**config.mk**
```make
export PLATFORM = sky130hd
export DESIGN_NAME = byte_display_sequencer
export DESIGN_NICKNAME = d
export VERILOG_FILES = /design/src/rtl/byte_display_sequencer.sv
export SDC_FILE = /design/constraint.sdc
export NUM_CORES = 1
export LEC_CHECK = 0
export ABC_AREA = 1
export BUFFER_PORTS_ARGS = -buffer_cell sky130_fd_sc_hd__clkbuf_2
export CAP_MARGIN = 5
export CORE_MARGIN = 5
export CORE_UTILIZATION = 55
export CTS_CLUSTER_SIZE = 30
export DETAILED_ROUTE_END_ITERATION = 16
export PLACE_DENSITY = 0.83
export SLEW_MARGIN = 10
export SYNTH_ARGS = -nofsm -noshare
export SYNTH_HDL_FRONTEND = slang
export SYNTH_SLANG_ARGS = --single-unit
```
**constraint.sdc**
```tcl
create_clock -name clk -period 1.9 [get_ports clk]
set_input_delay 0.095 -clock clk [delete_from_list [all_inputs] [get_ports clk]]
set_output_delay 0.095 -clock clk [all_outputs]
set_load 0.02 [all_outputs]
```
**src/rtl/byte_display_sequencer.sv**
```systemverilog
// Shows one captured byte on a single 7-segment digit: high nibble, low nibble
// with the decimal point lit, then an optional blank gap; supports repeat and abort.
module byte_display_sequencer #(
    parameter int unsigned DWELL_CYCLES = 1000000,
    parameter int unsigned GAP_CYCLES   = 250000,
    parameter int unsigned CNT_W        = 24
) (
    input  logic       clk,
    input  logic       rst,
    input  logic [7:0] data_in,
    input  logic       load,
    output logic       ready,
    input  logic       repeat_en,
    input  logic       abort,
    output logic [6:0] seg,
    output logic       dp,
    output logic       busy,
    output logic       done
);

    typedef enum logic [1:0] {IDLE, HI, LO, GAP} state_t;

    localparam logic [CNT_W-1:0] DWELL_LAST = CNT_W'(DWELL_CYCLES - 1);
    localparam logic [CNT_W-1:0] GAP_LAST   = CNT_W'((GAP_CYCLES > 0) ? GAP_CYCLES - 1 : 0);

    state_t           state;
    logic [CNT_W-1:0] cnt;
    logic [7:0]       shown;
    logic             pass_end;

    function automatic logic [6:0] hex7(input logic [3:0] n);
        case (n)
            4'h0: hex7 = 7'h3F;
            4'h1: hex7 = 7'h06;
            4'h2: hex7 = 7'h5B;
            4'h3: hex7 = 7'h4F;
            4'h4: hex7 = 7'h66;
            4'h5: hex7 = 7'h6D;
            4'h6: hex7 = 7'h7D;
            4'h7: hex7 = 7'h07;
            4'h8: hex7 = 7'h7F;
            4'h9: hex7 = 7'h6F;
            4'hA: hex7 = 7'h77;
            4'hB: hex7 = 7'h7C;
            4'hC: hex7 = 7'h39;
            4'hD: hex7 = 7'h5E;
            4'hE: hex7 = 7'h79;
            default: hex7 = 7'h71;
        endcase
    endfunction

    assign ready = (state == IDLE);

    // One display pass ends at the last GAP cycle, or at the last LO cycle when there is no gap.
    always_comb begin
        pass_end = ((state == GAP) && (cnt == GAP_LAST)) ||
                   ((state == LO) && (GAP_CYCLES == 0) && (cnt == DWELL_LAST));
    end

    always_ff @(posedge clk) begin
        if (rst) begin
            state <= IDLE;
            cnt   <= '0;
            shown <= '0;
            seg   <= '0;
            dp    <= 1'b0;
            busy  <= 1'b0;
            done  <= 1'b0;
        end else begin
            done <= 1'b0;
            if (abort && (state != IDLE)) begin
                state <= IDLE;
                cnt   <= '0;
                seg   <= '0;
                dp    <= 1'b0;
                busy  <= 1'b0;
            end else if (pass_end) begin
                cnt <= '0;
                dp  <= 1'b0;
                if (repeat_en) begin
                    state <= HI;
                    seg   <= hex7(shown[7:4]);
                end else begin
                    state <= IDLE;
                    seg   <= '0;
                    busy  <= 1'b0;
                    done  <= 1'b1;
                end
            end else begin
                case (state)
                    IDLE: begin
                        if (load) begin
                            shown <= data_in;
                            state <= HI;
                            cnt   <= '0;
                            seg   <= hex7(data_in[7:4]);
                            dp    <= 1'b0;
                            busy  <= 1'b1;
                        end
                    end
                    HI: begin
                        if (cnt == DWELL_LAST) begin
                            state <= LO;
                            cnt   <= '0;
                            seg   <= hex7(shown[3:0]);
                            dp    <= 1'b1;
                        end else begin
                            cnt <= cnt + CNT_W'(1);
                        end
                    end
                    LO: begin
                        if (cnt == DWELL_LAST) begin
                            state <= GAP;
                            cnt   <= '0;
                            seg   <= '0;
                            dp    <= 1'b0;
                        end else begin
                            cnt <= cnt + CNT_W'(1);
                        end
                    end
                    default: begin
                        cnt <= cnt + CNT_W'(1);
                    end
                endcase
            end
        end
    end

endmodule

```
==> flow_summary.ini, run 1 <==
[clocking]
cts-root-buf = clkbuf_8
worst_skew_pair.late_latency_ns = 0.35
cts_tree = done
h-tree-depth = 3
path_clk_slew_ns = 0.06
cts_buffers = 9
cts_sinks = 58
cts_max_path_buffers = 2

[timing]
finalSetupViolCount = 14
slew_headroom_pct = 69.6
fmax_mhz = 479
fin_crit_ns = 2.09
layout_setup_ws_ns = -0.187
finalClockSkew_ns = 0.00953
tightest_slew_ns = 0.455
timing.final.hold_violations = 0
final.period_utilization_pct = 110
final_max_slew_viol_count = 0
rsz0062_at_grt = true

[synthesis]
synth-warning-count = 0
synth_edf_count = 0
syn_area_mm2 = 0.00384
synth.avg_cell_area_um2 = 6.99
yosysUniqueCellTypes = 39
ys_seq_elements = 58
netlist_instances = 549
synthFlopType = dfxtp_1
syn_nets = 590
synth.yosys.seq_area_share_pct = 30.2
ys_async_sr_fraction_pct = 0

[worst_setup_path]
cp.arrival_ns = 2.32
critPathCaptureType = register
startpoint_type = register
r2r_slack_ns = -0.19
crit_type = register to register
cp_max_fo = 8
cp_data_required_time_ns = 2.13
r2r_cells = 14
reg2reg_from = cnt[0]$_SDFFE_PP0N_

[detailed_routing]
vias = 3910
drtIter0Drc = 205
routed_via_density = 5.23
met1Wirelength_mm = 4.09
first_pass_iters = 5
drcViolationCount = 0
ant_nets = 0
dr.max_layer_used = met4
wl_met2_mm = 5.31
wl_met3_um = 531
drt_wl_total_mm = 10.3
wl_per_cell_um = 13.7

[power_and_ir_drop]
power_mw = 5.46
power.density_mw_per_mm2 = 1110
p_leak_nw = 2.37
ir_drop_mv = 0.697

[die]
ios = 24
die_y_um = 93.6
initial_utilization_pct = 56.5
fp.dieW_um = 93.6
coreArea_mm2 = 0.00679
rows = 30
dieArea_mm2 = 0.00875

[grt]
antenna_found_initial = 0
grt_pass1_vias = 3799
grt_usage_pct = 23.8
grt_pass1_wl_mm = 16.6
grt_max_degree = 18
overflow = 0

[cells_and_area]
nets = 687
diodes = 0
fin_cells = 747
syn_to_final_growth_pct = 27.8
layout_common_cells = nand2_1 (136), inv_1 (69), buf_4 (69)
drive_gt1_share_pct = 30.9
fill_cells = 508
layout_commonest_cell = nand2_1

[place]
hpwl_mm = 7.21
dpl.cell_count = 721
pre_cts_slack_ns = -0.172
port_buffers = 23
gp_congestion = 0.857

[run_status]
status = finished with violations
violations = negative setup slack

[worst_hold_path]
hold_start = data_in[0]
min_path_cells = 5
hp-class = primary input to register
hold_end = shown[0]$_SDFFE_PP0P_

[job]
max_cap_violations = 0
worst max-delay path, stage by stage (launching register included):
cell,delay [ns]
dfxtp_2,0.35
ha_4,0.15
nand2_4,0.05
inv_4,0.06
nand2_2,0.04
nor2_2,0.13
nand3_4,0.19
buf_6,0.19
a21oi_4,0.20
nor2_4,0.06
ha_4,0.16
inv_2,0.04
nand4_1,0.13
nand3_1,0.13
nand2_1,0.08
report_power, final:
group | internal (mW) | leakage, nW | switching, mW
Clock | 0.577 | 0.0965 | 0.500
Sequential | 1.51 | 0.478 | 0.121
Combinational | 1.07 | 1.79 | 1.68
Total | 3.16 | 2.37 | 2.31
cell type report:
type,instances,area [um2],share of cell area [%]
clock inverter,2,10.0,0.204
sequential,58,1170,23.9
clock buffer,14,173,3.52
inverter,87,332,6.76
multi-input combinational,394,2420,49.2
tap,96,120,2.45
timing repair buffer,96,686,14.0
stage by stage:
stage                     TNS [ns]  area (um2)  hold slack (ns)  util [%]
final                        -1.76        4910            0.120      72.2
after CTS                    -1.20        4840            0.135      71.2
after floorplan             -0.711        3930            0.173         -
after global placement      -0.748        4560            0.301      67.1
after global routing         -4.28        4910            0.176      72.2
after detailed placement     -1.70        4560            0.299      67.1
layer usage:
layer	track usage, %	up-vias
met2	43.1	132
met4	9.75	0
met3	6.36	29
li1	-	1938
met1	26.3	1811
met5	0	-
kinds of logic (layout without fill, tap and decap cells):
family / count (synthesis) / count (layout) / share of synthesized area (%)
adder cells (fa/ha/maj): 28 / 28 / 9.12
AO/OA/AOI/OAI: 45 / 45 / 6.84
buffers and inverters: 98 / 199 / 10.9
XOR/XNOR: 3 / 3 / 0.684
AND/OR/NAND/NOR: 317 / 318 / 42.2
flip-flops: 58 / 58 / 30.2
cells in the mapped netlist, types with 3 or more instances:
library cell | n | share of area (%)
o21ai_0 | 16 | 2.1
nand4_1 | 19 | 3.1
nand3_4 | 6 | 2.7
nor4_1 | 3 | 0.49
nor3_1 | 10 | 1.3
buf_6 | 4 | 1.2
nand2_1 | 140 | 14
nand2_2 | 12 | 2.0
inv_1 | 79 | 7.7
ha_1 | 28 | 9.1
nand3_1 | 38 | 5.0
nand3_2 | 10 | 2.6
inv_2 | 7 | 0.68
nor2_1 | 53 | 5.2
nor2_4 | 4 | 1.2
nor2_2 | 9 | 1.5
dfxtp_1 | 58 | 30
a21oi_1 | 19 | 2.5
clkbuf_1 | 3 | 0.29
xor2_1 | 3 | 0.68
how the worst max path moves through the flow:
stage                           from  endpoint  slack, ns
6_report         cnt[0]$_SDFFE_PP0N_  register      -0.19
5_1_grt        state[1]$_SDFFE_PP0P_  register      -0.28
4_1_cts        state[0]$_SDFFE_PP0P_  register      -0.14
3_5_place_dp     cnt[1]$_SDFFE_PP0N_  register      -0.17
3_3_place_gp     cnt[1]$_SDFFE_PP0N_  register       -0.1
2_1_floorplan    cnt[1]$_SDFFE_PP0N_  register      -0.09
timing repair:
item / in CTS / in global routing
gates resized for setup: 16 / 11
setup endpoints to repair: 14 / 38
hold buffers: 1 / 0
hold endpoints to repair: 1 / 0
gates cloned: 0 / 1
pin swaps: 18 / 6
setup buffers: 6 / 2
No activity file was read; power rests on OpenSTA's default activity.
==> inputs of run 2 (changes only) <==
==> constraint.sdc (replaced) <==
create_clock -name clk -period 1.9 [get_ports clk]
set_input_delay 0.19 -clock clk [delete_from_list [all_inputs] [get_ports clk]]
set_output_delay 0.19 -clock clk [all_outputs]
set_load 0.02 [all_outputs]
==> run 2 against run 1 <==
The run still ends with negative setup slack left. Cell count increased by 0.40%. Worst hold slack lost 0.079 ns. Maximum frequency is essentially flat. Setup slack improved by 0.00095 ns. Sequential share of layout area shrank 0.57 points. Clock skew rose by 0.00057 ns. Core utilization up 1.8 points. Critical path depth is the same. Power grew 8.3%. Critical path type unchanged.
==> flow_summary.ini, run 2 (synthesis gave the netlist of run 1 again) <==
[run_status]
status = finished with violations
violations = negative setup slack

[worst_setup_path]
r2r_cells = 14
critPathCaptureType = register
cp_max_fo = 8
startpoint_type = register
cp.arrival_ns = 2.33
crit_type = register to register
cp_data_required_time_ns = 2.15

[detailed_routing]
drt_wl_total_mm = 10.5
ant_nets = 0
vias = 3984
drcViolationCount = 0
wl_per_cell_um = 14.0
drtIter0Drc = 239
routed_via_density = 5.31
first_pass_iters = 6

[clocking]
path_clk_slew_ns = 0.07
cts_buffers = 9
worst_skew_pair.late_latency_ns = 0.35
cts-root-buf = clkbuf_8
cts_max_path_buffers = 2
cts_sinks = 58
cts_tree = done
h-tree-depth = 3

[timing]
rsz0062_at_grt = true
final.period_utilization_pct = 110
whs_ns = 0.0407
final_max_slew_viol_count = 0
finalSetupViolCount = 14
fin_crit_ns = 2.09
fmax_mhz = 479
finalClockSkew_ns = 0.0101
timing.final.hold_violations = 0
tns_ns = -1.95
slew_headroom_pct = 70.7
tightest_slew_ns = 0.435
layout_setup_ws_ns = -0.186

[worst_hold_path]
min_path_cells = 2
hp-class = primary input to register

[grt]
grt_pass1_vias = 3848
overflow = 0
grt_usage_pct = 24.9
grt_max_degree = 18
use_met1_pct = 28.5
antenna_found_initial = 0
grt_pass1_wl_mm = 17.4
grtUsageMet2_pct = 44.4
grtUsageMet3_pct = 4.75
grt.busiest_layer = met2

[cells_and_area]
layout_common_cells = nand2_1 (135), buf_4 (73), inv_1 (69)
post-route-cell-area_mm2 = 0.00503
syn_to_final_growth_pct = 30.9
nets = 690
layout_commonest_cell = nand2_1
diodes = 0
fin_cells = 750
drive_gt1_share_pct = 32.6
final_util_pct = 74.0

[die]
initial_utilization_pct = 56.5
ios = 24
die_y_um = 93.6
coreArea_mm2 = 0.00679
dieArea_mm2 = 0.00875
rows = 30
fp.dieW_um = 93.6

[place]
hpwl_mm = 7.27
placed_cell_area_mm2 = 0.00455
port_buffers = 23
gp_congestion = 0.877
dpl.cell_count = 720
pre_cts_slack_ns = -0.204

[power_and_ir_drop]
power.density_mw_per_mm2 = 1180
ir_drop_mv = 0.706
p_leak_nw = 2.41
power_mw = 5.92

[job]
max_cap_violations = 0
==> run 2: power breakdown <==
group / total (mW) / internal [mW] / leakage, nW / switching, mW
Sequential: 1.64 / 1.51 / 0.478 / 0.129
Combinational: 2.81 / 1.11 / 1.81 / 1.70
Clock: 1.46 / 0.938 / 0.129 / 0.526
==> run 2: cell type report <==
class	count	area, um2
Tap cell	96	120
Clock buffer	11	151
Clock inverter	5	100
Sequential cell	58	1170
Inverter	87	327
Multi-Input combinational cell	394	2450
Timing Repair Buffer	99	706
Fill cell	474	1770
==> run 2: repair_timing <==
action                                  CTS  global route
gates resized for setup                  21            13
cloned                                    0             1
hold buffers                              0             0
buffers inserted                          7             6
pin swaps                                18             6
endpoints found under the setup margin   14            33
==> run 2: final timing paths <==
path / start / endpoint / slack, ns
min reg2reg: cnt[23]$_SDFFE_PP0N_ / cnt[23]$_SDFFE_PP0N_ / 0.48
min: repeat_en / done$_SDFF_PP0_ / 0.04
max reg2reg: state[0]$_SDFFE_PP0P_ / register / -0.19
max: state[0]$_SDFFE_PP0P_ / register / -0.19
==> run 2: critical path, stage by stage (launching register included) <==
cell and delay, ns:
dfxtp_4 0.38, ha_4 0.13, inv_2 0.03, nor2_1 0.07, nand2_1 0.09, nor2_4 0.10
nand3_4 0.17, buf_6 0.19, a21oi_4 0.22, nor2_2 0.09, ha_2 0.18, inv_2 0.05
nand4_1 0.13, nand3_1 0.11, nand2_1 0.05
==> run 2: layer usage <==
layer | vias up | part of all wire, % | routed length (um)
met2 | 157 | 51 | 5360
met4 | 0 | 3.1 | 323
met1 | 1838 | 40 | 4250
met5 | - | 0 | 0
li1 | 1951 | - | -
met3 | 38 | 5.4 | 566
==> inputs of run 3 (changes only) <==
Settings changed: ABC_AREA 1 to default.
==> run 3 against run 2 <==
The flow still finishes with violations (negative setup slack). Setup slack got worse by 0.75 ns. Count of clock-buffer cells in the layout increased by 1. First-iteration DRC count increased by 120%. Wire length increased by 36%. Combinational power increased by 21%. Area after synthesis decreased by 8.9%. Clock skew increased by 0.00077 ns. Critical path type unchanged.
==> flow_summary.ini, run 3 <==
[worst_hold_path]
hp-class = primary input to register

[clocking]
cts_max_path_buffers = 2
h-tree-depth = 3
cts_buffers = 9
worst_skew_pair.late_latency_ns = 0.37
cts-root-buf = clkbuf_8
path_clk_slew_ns = 0.07
cts_sinks = 58
cts_tree = done

[synthesis]
synthFlopType = dfxtp_1
synth_common_cells = nor2_1 (63), dfxtp_1 (58), ha_1 (28)
synth_edf_count = 0
yosysUniqueCellTypes = 52
syn_area_mm2 = 0.00350
synth.yosys.seq_area_share_pct = 33.2
synth-warning-count = 0
synth_top_area_share_pct = 33.2
yosysTopAreaCell = dfxtp_1
netlist_instances = 408
ys_seq_elements = 58
post-synth-top-count-cell = nor2_1
synth.avg_cell_area_um2 = 8.58
ys_async_sr_fraction_pct = 0
ys_top_cells_by_area = dfxtp_1 (33%), ha_1 (10%), nor2_1 (6.8%)
syn_nets = 449

[place]
dpl.cell_count = 569
gp_congestion = 0.880
hpwl_mm = 7.12
port_buffers = 23

[worst_setup_path]
cp_data_required_time_ns = 2.21
cp.arrival_ns = 3.15
critPathCaptureType = register
cp_max_fo = 6
crit_type = register to register
startpoint_type = register

[power_and_ir_drop]
internal-power_mw = 3.86
ir_drop_mv = 0.979
p_seq_share_pct = 25.0
power.density_mw_per_mm2 = 1200
power_switching_mw = 2.52
clockPowerShare_pct = 22.0
combPwrFrac_pct = 53.1
power_mw = 6.38
swShare_pct = 39.6
p_leak_nw = 2.21

[timing]
fmax_mhz = 353
rsz0062_at_grt = true
final.period_utilization_pct = 149
final_max_slew_viol_count = 0
layout_setup_ws_ns = -0.936
fin_crit_ns = 2.84
whs_ns = 0.214
tightest_slew_ns = 0.734
finalClockSkew_ns = 0.0109
finalSetupViolCount = 57
timing.final.hold_violations = 0
slew_headroom_pct = 50.6

[run_status]
violations = negative setup slack
status = finished with violations

[die]
ios = 24
coreArea_mm2 = 0.00628
fp.dieW_um = 89.8
die_y_um = 89.8
rows = 29
dieArea_mm2 = 0.00806
initial_utilization_pct = 55.8

[cells_and_area]
diodes = 0
fin_cells = 606
fill_cells = 278
syn_to_final_growth_pct = 51.6
layout_common_cells = buf_4 (72), nor2_1 (54), dfxtp_1 (52)
layout_commonest_cell = buf_4
multi_input_area_mm2 = 0.00269
final_util_pct = 84.5
regArea_mm2 = 0.00117
drive_gt1_share_pct = 45.7
nets = 565

[detailed_routing]
wl_met2_mm = 7.13
met1Wirelength_mm = 4.48
dr.max_layer_used = met4
wl_met3_mm = 1.21
vias = 3956
drcViolationCount = 0
wl_per_cell_um = 23.5
ant_nets = 0
first_pass_iters = 6
routed_via_density = 6.53
drtIter0Drc = 515
drt_wl_total_mm = 14.3

[grt]
grt_usage_pct = 30.9
overflow = 0
antenna_found_initial = 0
grt_pass1_wl_mm = 20.1
grt_max_degree = 15
grt_pass1_vias = 3987

[job]
max_cap_violations = 0
[run 3: cell types whose count changed in the layout (fill, tap and decap cells not counted), moves of 9 or more]
cell      previous run  this run
buf_6                2        27
xor2_1               3        14
nand2_1            135        19
nand2_2             15         1
nand4_1             19         9
o21ai_0             14         3
nand2b_1             0        12
nor2b_1              0        11
nand3_4              9         0
inv_1               69        11
mux2i_1              0        10
nand3_1             37         8
[run 3: timing repair]
| item | CTS | global route |
|---|---|---|
| endpoints found under the setup margin | 56 | 57 |
| cloned | 3 | 1 |
| buffers inserted | 7 | 12 |
| hold buffers | 0 | 0 |
| gates resized for setup | 73 | 49 |
| pin swaps | 21 | 15 |
[run 3: kinds of logic (layout without fill, tap and decap cells)]
logic type	after synthesis	count (layout)	share of synthesized area, %
fa+ha+maj	28	28	10.0
buf+inv	44	165	5.29
xor+xnor	22	22	5.51
mux	29	29	9.65
flops	58	58	33.2
compound gates	64	64	13.0
simple gates	163	163	23.3
[run 3: power by group through the flow]
stage / logic [mW] / clock network [mW] / registers [mW]
after floorplan: 1.37 / 0 / 1.63
after global placement: 2.19 / 0 / 1.57
after detailed placement: 2.30 / 0 / 1.58
after CTS: 2.83 / 1.36 / 1.56
after global routing: 3.53 / 1.45 / 1.60
final: 3.39 / 1.40 / 1.59
[run 3: worst max-delay path, cell delays in order (launching register included)]
cell and delay, ns:
dfxtp_2 0.32, or3b_1 0.37, or4_4 0.44, o211a_1 0.26
buf_12 0.15, mux2i_4 0.20, nor2_4 0.17, inv_4 0.07
ha_4 0.19, mux2i_2 0.22, nor2_1 0.08, a21oi_1 0.16
o32a_1 0.15
[run 3: stage by stage]
step	TNS [ns]	worst slack [ns]	cell area, um2
finish	-24.63	-0.936	5310
global route	-27.63	-1.02	5310
CTS	-17.09	-0.836	5030
detailed placement	-21.53	-0.835	4400
global placement	-15.77	-0.699	4400
floorplan	-18.02	-0.847	3660
[run 3: routing by layer]
metal / track usage (%) / vias to the layer above
met5: 0 / -
met4: 23.2 / 0
met3: 8.68 / 141
met2: 54.1 / 321
met1: 30.6 / 1846
li1: - / 1648
[run 3: worst paths after layout]
path | startpoint | endpoint | slack, ns | cells after the start
setup / recovery | cnt[9]$_SDFFE_PP0N_ | register | -0.94 | 12
setup reg to reg | cnt[9]$_SDFFE_PP0N_ | register | -0.94 | 12
hold / removal | repeat_en | done$_SDFF_PP0_ | 0.21 | 2
hold reg to reg | seg[1]$_SDFFE_PP0P_ | seg[1]$_SDFFE_PP0P_ | 0.53 | 2
[run 3: area by class of cell]
cell class              instances  area share [%]
multi-input cells             306            50.7
flip-flops and latches         58            22.0
repair buffers                125            19.1
clock buffers                  12            3.11
inverters                      24            1.89
well taps                      77            1.82
clock inverters                 4            1.37
